$ cat src/rtl/axi_read_arbiter.sv
// axi_read_arbiter: shares one downstream AXI read channel between M0 (ifetch) and M1 (load), one burst at a time.
// Optional READ_ARB_RR_EN selects round-robin arbitration; otherwise M1 has fixed priority.
module axi_read_arbiter #(
  parameter int IDW = 4,
  parameter int AW  = 32,
  parameter int DW  = 32
) (
  input  logic           ACLK,
  input  logic           ARESETn,
  input  logic [IDW-1:0] ARID_M0_i,
  input  logic [AW-1:0]  ARADDR_M0_i,
  input  logic [3:0]     ARLEN_M0_i,
  input  logic [2:0]     ARSIZE_M0_i,
  input  logic [1:0]     ARBURST_M0_i,
  input  logic           ARVALID_M0_i,
  output logic           ARREADY_M0_o,
  output logic [IDW-1:0] RID_M0_o,
  output logic [DW-1:0]  RDATA_M0_o,
  output logic [1:0]     RRESP_M0_o,
  output logic           RLAST_M0_o,
  output logic           RVALID_M0_o,
  input  logic           RREADY_M0_i,
  input  logic [IDW-1:0] ARID_M1_i,
  input  logic [AW-1:0]  ARADDR_M1_i,
  input  logic [3:0]     ARLEN_M1_i,
  input  logic [2:0]     ARSIZE_M1_i,
  input  logic [1:0]     ARBURST_M1_i,
  input  logic           ARVALID_M1_i,
  output logic           ARREADY_M1_o,
  output logic [IDW-1:0] RID_M1_o,
  output logic [DW-1:0]  RDATA_M1_o,
  output logic [1:0]     RRESP_M1_o,
  output logic           RLAST_M1_o,
  output logic           RVALID_M1_o,
  input  logic           RREADY_M1_i,
  output logic [IDW+3:0] ARID_S_o,
  output logic [AW-1:0]  ARADDR_S_o,
  output logic [3:0]     ARLEN_S_o,
  output logic [2:0]     ARSIZE_S_o,
  output logic [1:0]     ARBURST_S_o,
  output logic           ARVALID_S_o,
  input  logic           ARREADY_S_i,
  input  logic [IDW+3:0] RID_S_i,
  input  logic [DW-1:0]  RDATA_S_i,
  input  logic [1:0]     RRESP_S_i,
  input  logic           RLAST_S_i,
  input  logic           RVALID_S_i,
  output logic           RREADY_S_o
);
  typedef enum logic [1:0] {IDLE, ADDR, DATA} state_t;
  state_t state_q, state_d;
  logic g_q, g_d, arb, in_addr, in_data, r0, r1, done, unused_rid_tag;
  assign in_addr = state_q == ADDR;
  assign in_data = state_q == DATA;
  assign r0 = in_data & ~g_q;
  assign r1 = in_data & g_q;
  assign done = in_data & RVALID_S_i & RREADY_S_o & RLAST_S_i;
  // The tag bits of RID_S only matter to checkers; routing follows the registered grant.
  assign unused_rid_tag = ^RID_S_i[IDW+3:IDW];
`ifdef READ_ARB_RR_EN
  logic last_q;
  assign arb = (ARVALID_M0_i & ARVALID_M1_i) ? ~last_q : ARVALID_M1_i;
  always_ff @(posedge ACLK)
    if (!ARESETn) last_q <= 1'b1;
    else if (done) last_q <= g_q;
`else
  assign arb = ARVALID_M1_i;
`endif
  always_ff @(posedge ACLK)
    if (!ARESETn) begin
      state_q <= IDLE;
      g_q     <= 1'b0;
    end else begin
      state_q <= state_d;
      g_q     <= g_d;
    end
  always_comb begin
    state_d = state_q;
    g_d     = g_q;
    case (state_q)
      IDLE: if (ARVALID_M0_i | ARVALID_M1_i) begin
        state_d = ADDR;
        g_d     = arb;
      end
      ADDR: if (ARVALID_S_o & ARREADY_S_i) state_d = DATA;
      DATA: if (done) state_d = IDLE;
      default: state_d = IDLE;
    endcase
  end
  assign ARVALID_S_o  = in_addr & (g_q ? ARVALID_M1_i : ARVALID_M0_i);
  assign ARID_S_o     = in_addr ? {3'b000, g_q, (g_q ? ARID_M1_i : ARID_M0_i)} : '0;
  assign ARADDR_S_o   = in_addr ? (g_q ? ARADDR_M1_i : ARADDR_M0_i) : '0;
  assign ARLEN_S_o    = in_addr ? (g_q ? ARLEN_M1_i : ARLEN_M0_i) : '0;
  assign ARSIZE_S_o   = in_addr ? (g_q ? ARSIZE_M1_i : ARSIZE_M0_i) : '0;
  assign ARBURST_S_o  = in_addr ? (g_q ? ARBURST_M1_i : ARBURST_M0_i) : '0;
  assign ARREADY_M0_o = in_addr & ~g_q & ARREADY_S_i;
  assign ARREADY_M1_o = in_addr & g_q & ARREADY_S_i;
  assign RREADY_S_o   = in_data & (g_q ? RREADY_M1_i : RREADY_M0_i);
  assign RVALID_M0_o  = r0 & RVALID_S_i;
  assign RID_M0_o     = r0 ? RID_S_i[IDW-1:0] : '0;
  assign RDATA_M0_o   = r0 ? RDATA_S_i : '0;
  assign RRESP_M0_o   = r0 ? RRESP_S_i : '0;
  assign RLAST_M0_o   = r0 & RLAST_S_i;
  assign RVALID_M1_o  = r1 & RVALID_S_i;
  assign RID_M1_o     = r1 ? RID_S_i[IDW-1:0] : '0;
  assign RDATA_M1_o   = r1 ? RDATA_S_i : '0;
  assign RRESP_M1_o   = r1 ? RRESP_S_i : '0;
  assign RLAST_M1_o   = r1 & RLAST_S_i;
endmodule

$ cat config.mk
export PLATFORM = sky130hd
export DESIGN_NAME = axi_read_arbiter
export DESIGN_NICKNAME = d
export VERILOG_FILES = /design/src/rtl/axi_read_arbiter.sv
export SDC_FILE = /design/constraint.sdc
export NUM_CORES = 1
export LEC_CHECK = 0
export CORE_AREA = 2 2 106 108
export DETAILED_ROUTE_END_ITERATION = 10
export DIE_AREA = 0 0 108 110
export MAX_ROUTING_LAYER = met4
export PLACE_DENSITY_LB_ADDON = 0.3
export SLEW_MARGIN = 25
export SYNTH_ARGS = -nofsm -noshare
export SYNTH_HDL_FRONTEND = slang
export SYNTH_SLANG_ARGS = --single-unit
$ cat constraint.sdc
create_clock -name ACLK -period 3.9 [get_ports ACLK]
set_input_delay 0.39 -clock ACLK [delete_from_list [all_inputs] [get_ports ACLK]]
set_output_delay 0.39 -clock ACLK [all_outputs]
set_load 0.1 [all_outputs]
==> results.sh, run 1 <==
export IMPL_outcome="finished, final reports clean"
export IMPL_grt_pass1_wl_um=9990
export IMPL_numCtsBuffers=3
export IMPL_drc=0
export IMPL_insertion_delay_ps=220
export IMPL_ir_drop_v=0.000133
export IMPL_wl_um=7080
export IMPL_multi_input_comb_area_um2=1070
export IMPL_start_util=0.115
export IMPL_arrival_ps=2160
export IMPL_slew_headroom=0.348
export IMPL_drive_gt1_frac=0.329
export IMPL_die_h_um=110
export IMPL_power_density_nw_per_um2=244
export IMPL_period_needed_ps=2550
export IMPL_setup_tns_ps=0
export IMPL_grt_pass1_vias=2151
export IMPL_critPathMaxFanout=2
export IMPL_numClockSinks=3
export IMPL_antenna_cells=0
export IMPL_end_kind="output pin"
export IMPL_grt_start_max_net_pins=49
export IMPL_clock_fmax_mhz=391
export IMPL_viasPerCell=4.05
export IMPL_num_fill_cells=1102
export IMPL_synth_area_leader_cell="and2_1"
export IMPL_dp_hpwl_um=5930
export IMPL_finalCritPeriodShare=0.655
export IMPL_async_reset_ff_frac=0
export IMPL_ys_seq_area_frac=0.0487
export IMPL_antenna_found_initial=0
export IMPL_cts_tree="done"
export IMPL_wl_per_cell_um=12.5
export IMPL_synth_seq_cells=3
export IMPL_worstHoldPathType="reg2reg"
export IMPL_io_pins=274
export IMPL_critPathLaunchType="input port"
export IMPL_cts_root_buf="clkbuf_8"
export IMPL_postSynthCellCount=173
export IMPL_cp_top_family="buffers and inverters"
export IMPL_io_buffers=266
export IMPL_crit_chain="clkdlybuf4s50_1 > mux2i_1 > nor2_1 > clkdlybuf4s50_1"
export IMPL_htreeDepth=1
export IMPL_tightest_slew_ps=975
export IMPL_final_seq_area_um2=60.1
export IMPL_firstDrtPassIters=4
export IMPL_grtUsageTotal=0.105
export IMPL_yosysWarnings=0
export IMPL_hold_worst_slack_ps=609
export IMPL_rsz0062_at_grt="false"
export IMPL_die_width_um=108
export IMPL_areaGrowthSynthToFinish_pct=202
export IMPL_grt_overflow=0
export IMPL_finalHoldViolations=0
export IMPL_crit_buf_inv=2
export IMPL_clkSlewWorstSetupHoldPaths_ps=30
export IMPL_yosysUniqueCellTypes=22
export IMPL_final_max_slew_viol_count=0
export IMPL_max_cap_viol_count=0
export IMPL_synth_ff_type="dfxtp_1"
export IMPL_yosysTopAreaCellShare=0.416
export IMPL_rrSetupSlack_ps=2640
export IMPL_post_cts_resize_count=0
export IMPL_ant_nets=0
export IMPL_synth_edf_count=0
export IMPL_slowest_delay_ps=1140
export IMPL_leakagePower_nw=1.75
export IMPL_core_area_um2=10700
export IMPL_cts_hold_buf=0
export IMPL_fin_nets=570
export IMPL_path_class="in2out"
export IMPL_cp_common_cell="clkdlybuf4s50_1"
export IMPL_initialDrtViolationCount=54
export IMPL_synth_most_common_cell="and2_1"
export IMPL_postCtsSetupRepairBufs=0
export IMPL_critPathSlowestCell="clkdlybuf4s50_1"
export IMPL_utilization=0.348
export IMPL_dieArea_um2=11900
export IMPL_synth_common_cells="and2_1 (82), a22o_1 (46), clkbuf_1 (9)"
export IMPL_cp_required_ps=3510
export IMPL_setup_viol=0
export IMPL_setup_slack_ps=1350
export IMPL_cts_buffer_depth=2
export IMPL_fin_worst_skew_ps=1.16
export IMPL_netlist_area_um2=1230
export IMPL_synth_area_top_cells="and2_1 (42%), a22o_1 (33%), dfxtp_1 (4.9%)"
export IMPL_syn_avg_cell_area_um2=7.12
export IMPL_preCtsSetupSlack_ps=1340
export IMPL_place_gp_congestion=0.696
export IMPL_num_rows=38
export IMPL_vias=2299
[registers in the layout (all words and copies together) (netlist names)]
| register | flops |
|---|---|
| g_q | 1 |
| state_q | 2 |
[report_power, final]
part	switching, mW	internal [mW]	total [mW]
Clock	0.0210	0.0697	0.0908
Sequential	0.00490	0.0335	0.0384
Combinational	0.540	0.242	0.782
Total	0.565	0.345	0.911
[metal layers]
layer  wire length (um)  vias to the layer above  track usage
li1                   -                     1113            -
met1               2300                     1016       0.0983
met2               3860                      165        0.220
met3                881                        5       0.0223
met4                 35                        0       0.0183
met5                  0                        -            -
[layout by cell type, fill, tap and decap left out, drive strengths merged]
| master | n |
|---|---|
| nor3 | 1 |
| a21boi | 1 |
| and2 | 82 |
| a22o | 46 |
| a21o | 1 |
| buf | 133 |
| o2bb2ai | 1 |
| nand3b | 1 |
| nand2b | 1 |
| nor4bb | 1 |
| conb | 3 |
| mux2i | 2 |
| clkdlybuf4s50 | 137 |
| clkbuf | 4 |
| inv | 1 |
| nor4b | 1 |
| nand2 | 2 |
| nor2 | 5 |
| nor3b | 2 |
| dfxtp | 3 |
[cell type report]
| class | instances | share of cell area |
|---|---|---|
| Timing Repair Buffer | 270 | 0.636 |
| Multi-Input combinational cell | 150 | 0.288 |
| Tap cell | 140 | 0.0470 |
| Sequential cell | 3 | 0.0161 |
| Clock buffer | 4 | 0.0121 |
| Inverter | 1 | 0.00101 |
[worst paths after layout]
| path | to | start | depth (start not counted) |
|---|---|---|---|
| worst max-delay path | RREADY_S_o | RREADY_M1_i | 4 |
| worst min register to register | state_q[1] | state_q[1] | 2 |
| worst max register to register | state_q[0] | g_q | 3 |
| worst min-delay path | state_q[1] | state_q[1] | 2 |
[logic make-up (layout without fill, tap and decap cells)]
| family | after synthesis | count (layout) | share of synthesized area |
|---|---|---|---|
| multiplexers | 2 | 2 | 0.0162 |
| buffers and inverters | 22 | 275 | 0.102 |
| flip-flops | 3 | 3 | 0.0487 |
| AO/OA/AOI/OAI | 49 | 49 | 0.346 |
| AND/OR/NAND/NOR | 96 | 96 | 0.484 |
| other | 1 | 3 | 0.00304 |
[worst reg2reg max path, cell delays in order, from the launching register on]
cell	delay [ps]
dfxtp_1	470
mux2i_1	130
nor4bb_1	410
nor4b_1	110
[metrics by stage]
stage | power [mW] | cell area, um^2 | instances
floorplan | 0.580 | 1240 | 175
global placement | 0.821 | 3680 | 564
detailed placement | 0.824 | 3680 | 564
CTS | 0.917 | 3720 | 568
global route | 0.943 | 3720 | 568
finish | 0.911 | 3720 | 568
Power figures use the tool's default switching activity.
==> run 2, diff against run 1 <==
--- a/config.mk
+++ b/config.mk
@@ -5,9 +5,9 @@
 export SDC_FILE = /design/constraint.sdc
 export NUM_CORES = 1
 export LEC_CHECK = 0
-export CORE_AREA = 2 2 106 108
+export CORE_AREA = 2 2 105 107
 export DETAILED_ROUTE_END_ITERATION = 10
-export DIE_AREA = 0 0 108 110
+export DIE_AREA = 0 0 107 109
 export MAX_ROUTING_LAYER = met4
 export PLACE_DENSITY_LB_ADDON = 0.3
 export SLEW_MARGIN = 25
==> constraint.sdc (replaced) <==
create_clock -name ACLK -period 2.2 [get_ports ACLK]
set_input_delay 0.22 -clock ACLK [delete_from_list [all_inputs] [get_ports ACLK]]
set_output_delay 0.22 -clock ACLK [all_outputs]
set_load 0.1 [all_outputs]
==> run 2 against run 1 <==
- register-to-register slack worse by 1700 ps
- first-iteration DRC count up 35%
- flip-flop and latch count unchanged
- setup slack worse by 1100 ps
- critical endpoint is now ARBURST_S_o[1]
==> results.sh, run 2 (synthesis gave the netlist of run 1 again) <==
export IMPL_viasPerCell=4.17
export IMPL_cts_buffer_depth=2
export IMPL_p_total_mw=1.95
export IMPL_fin_nets=570
export IMPL_place_gp_congestion=0.731
export IMPL_antenna_cells=0
export IMPL_areaGrowthSynthToFinish_pct=337
export IMPL_die_width_um=107
export IMPL_num_rows=38
export IMPL_outcome="finished, final reports clean"
export IMPL_final_cells=568
export IMPL_top_regs="state_q: 2 flops, g_q: 1 flops"
export IMPL_num_fill_cells=930
export IMPL_largest_reg_flops=2
export IMPL_max_cap_viol_count=0
export IMPL_clock_fmax_mhz=506
export IMPL_final_cell_mix="clkdlybuf4s50_1 (136), buf_12 (132), and2_1 (81)"
export IMPL_end_kind="output pin"
export IMPL_cp_required_ps=1980
export IMPL_preCtsSetupSlack_ps=413
export IMPL_finalHoldViolations=0
export IMPL_rsz0062_at_grt="false"
export IMPL_insertion_delay_ps=220
export IMPL_grtUsageTotal=0.136
export IMPL_wl_per_cell_um=14.7
export IMPL_numClockSinks=3
export IMPL_numCtsBuffers=3
export IMPL_cts_tree="done"
export IMPL_crit_buf_inv=3
export IMPL_ir_drop_v=0.000236
export IMPL_grt_pass1_wl_um=12300
export IMPL_cts_root_buf="clkbuf_8"
export IMPL_grt_pass1_vias=2543
export IMPL_grt_busiest_layer="met2"
export IMPL_arrival_ps=1760
export IMPL_io_buffers=266
export IMPL_final_max_slew_viol_count=0
export IMPL_crit_chain="inv_2 > nor3b_4 > buf_12 > a22o_1 > buf_12"
export IMPL_postCtsSetupRepairBufs=0
export IMPL_setup_viol=0
export IMPL_grt_start_max_net_pins=49
export IMPL_dp_cells=564
export IMPL_wl_um=8330
export IMPL_initialDrtViolationCount=73
export IMPL_leakagePower_nw=2.15
export IMPL_cp_common_cell="buf_12"
export IMPL_start_util=0.116
export IMPL_grtUsageMet3=0.0472
export IMPL_dieArea_um2=11700
export IMPL_critPathSlowestCell="dfxtp_1"
export IMPL_setup_tns_ps=0
export IMPL_ant_nets=0
export IMPL_fin_worst_skew_ps=1.25
export IMPL_htreeDepth=1
export IMPL_drc=0
export IMPL_firstDrtPassIters=4
export IMPL_vias=2368
export IMPL_power_density_nw_per_um2=363
export IMPL_path_class="reg2out"
export IMPL_critPathLaunchType="flip-flop"
export IMPL_worstHoldPathType="reg2reg"
export IMPL_cts_hold_buf=0
export IMPL_dp_hpwl_um=7140
export IMPL_grt_overflow=0
export IMPL_period_needed_ps=1980
export IMPL_antenna_found_initial=0
export IMPL_die_h_um=109
export IMPL_cp_top_family="buffers and inverters"
export IMPL_layout_commonest_cell="clkdlybuf4s50_1"
export IMPL_top_register="state_q"
export IMPL_post_cts_resize_count=0
export IMPL_io_pins=274
export IMPL_clkSlewWorstSetupHoldPaths_ps=30
export IMPL_slowest_delay_ps=470
export IMPL_use_met1=0.127
export IMPL_grt_met2_usage=0.261
export IMPL_drive_gt1_frac=0.353
export IMPL_finalCritPeriodShare=0.899
export IMPL_critPathMaxFanout=48
export IMPL_setup_slack_ps=222
export IMPL_core_area_um2=10600
[run 2: changes by cell type in the layout (fill, tap and decap cells not counted), sizes merged]
cell / delta
buf: +1
clkdlybuf4s50: -1
[run 2: routing by layer]
metal	wire, um	part of all wire	vias up
met5	0	0	-
li1	-	-	1115
met4	131	0.016	0
met2	4430	0.53	172
met1	2640	0.32	1071
met3	1130	0.14	10
[run 2: area by class of cell]
class                      count  area [um^2]  share of cell area
tap                          140          175              0.0325
sequential                     3         60.1              0.0112
clock buffer                   4         45.0             0.00836
multi-input combinational    150         1080               0.201
inverter                       1         3.75            0.000697
timing repair buffer         270         4020               0.746
[run 2: metrics by stage]
stage / utilization / hold slack [ps] / area (um^2)
5_1_grt: 0.508 / 631 / 5390
3_3_place_gp: 0.504 / 592 / 5340
6_report: 0.508 / 612 / 5390
3_5_place_dp: 0.504 / 597 / 5340
4_1_cts: 0.508 / 608 / 5390
2_1_floorplan: - / 337 / 1250
[run 2: worst paths after layout]
kind              depth (start not counted)        from  slack [ps]              to
setup / recovery                          5         g_q         220  ARBURST_S_o[1]
hold / removal                            2  state_q[1]         610      state_q[1]
setup reg to reg                          3         g_q         970      state_q[0]
hold reg to reg                           2  state_q[1]         610      state_q[1]
[run 2: tightest hold or removal path: stages, from the launching register on]
cell and delay, ps:
dfxtp_1 390, nand3b_1 120, o2bb2ai_1 50
[run 2: report_power, final]
group	switching (mW)	total, mW	internal, mW
sequential	0.00886	0.0683	0.0594
combinational	1.02	1.73	0.703
clock	0.0358	0.159	0.123
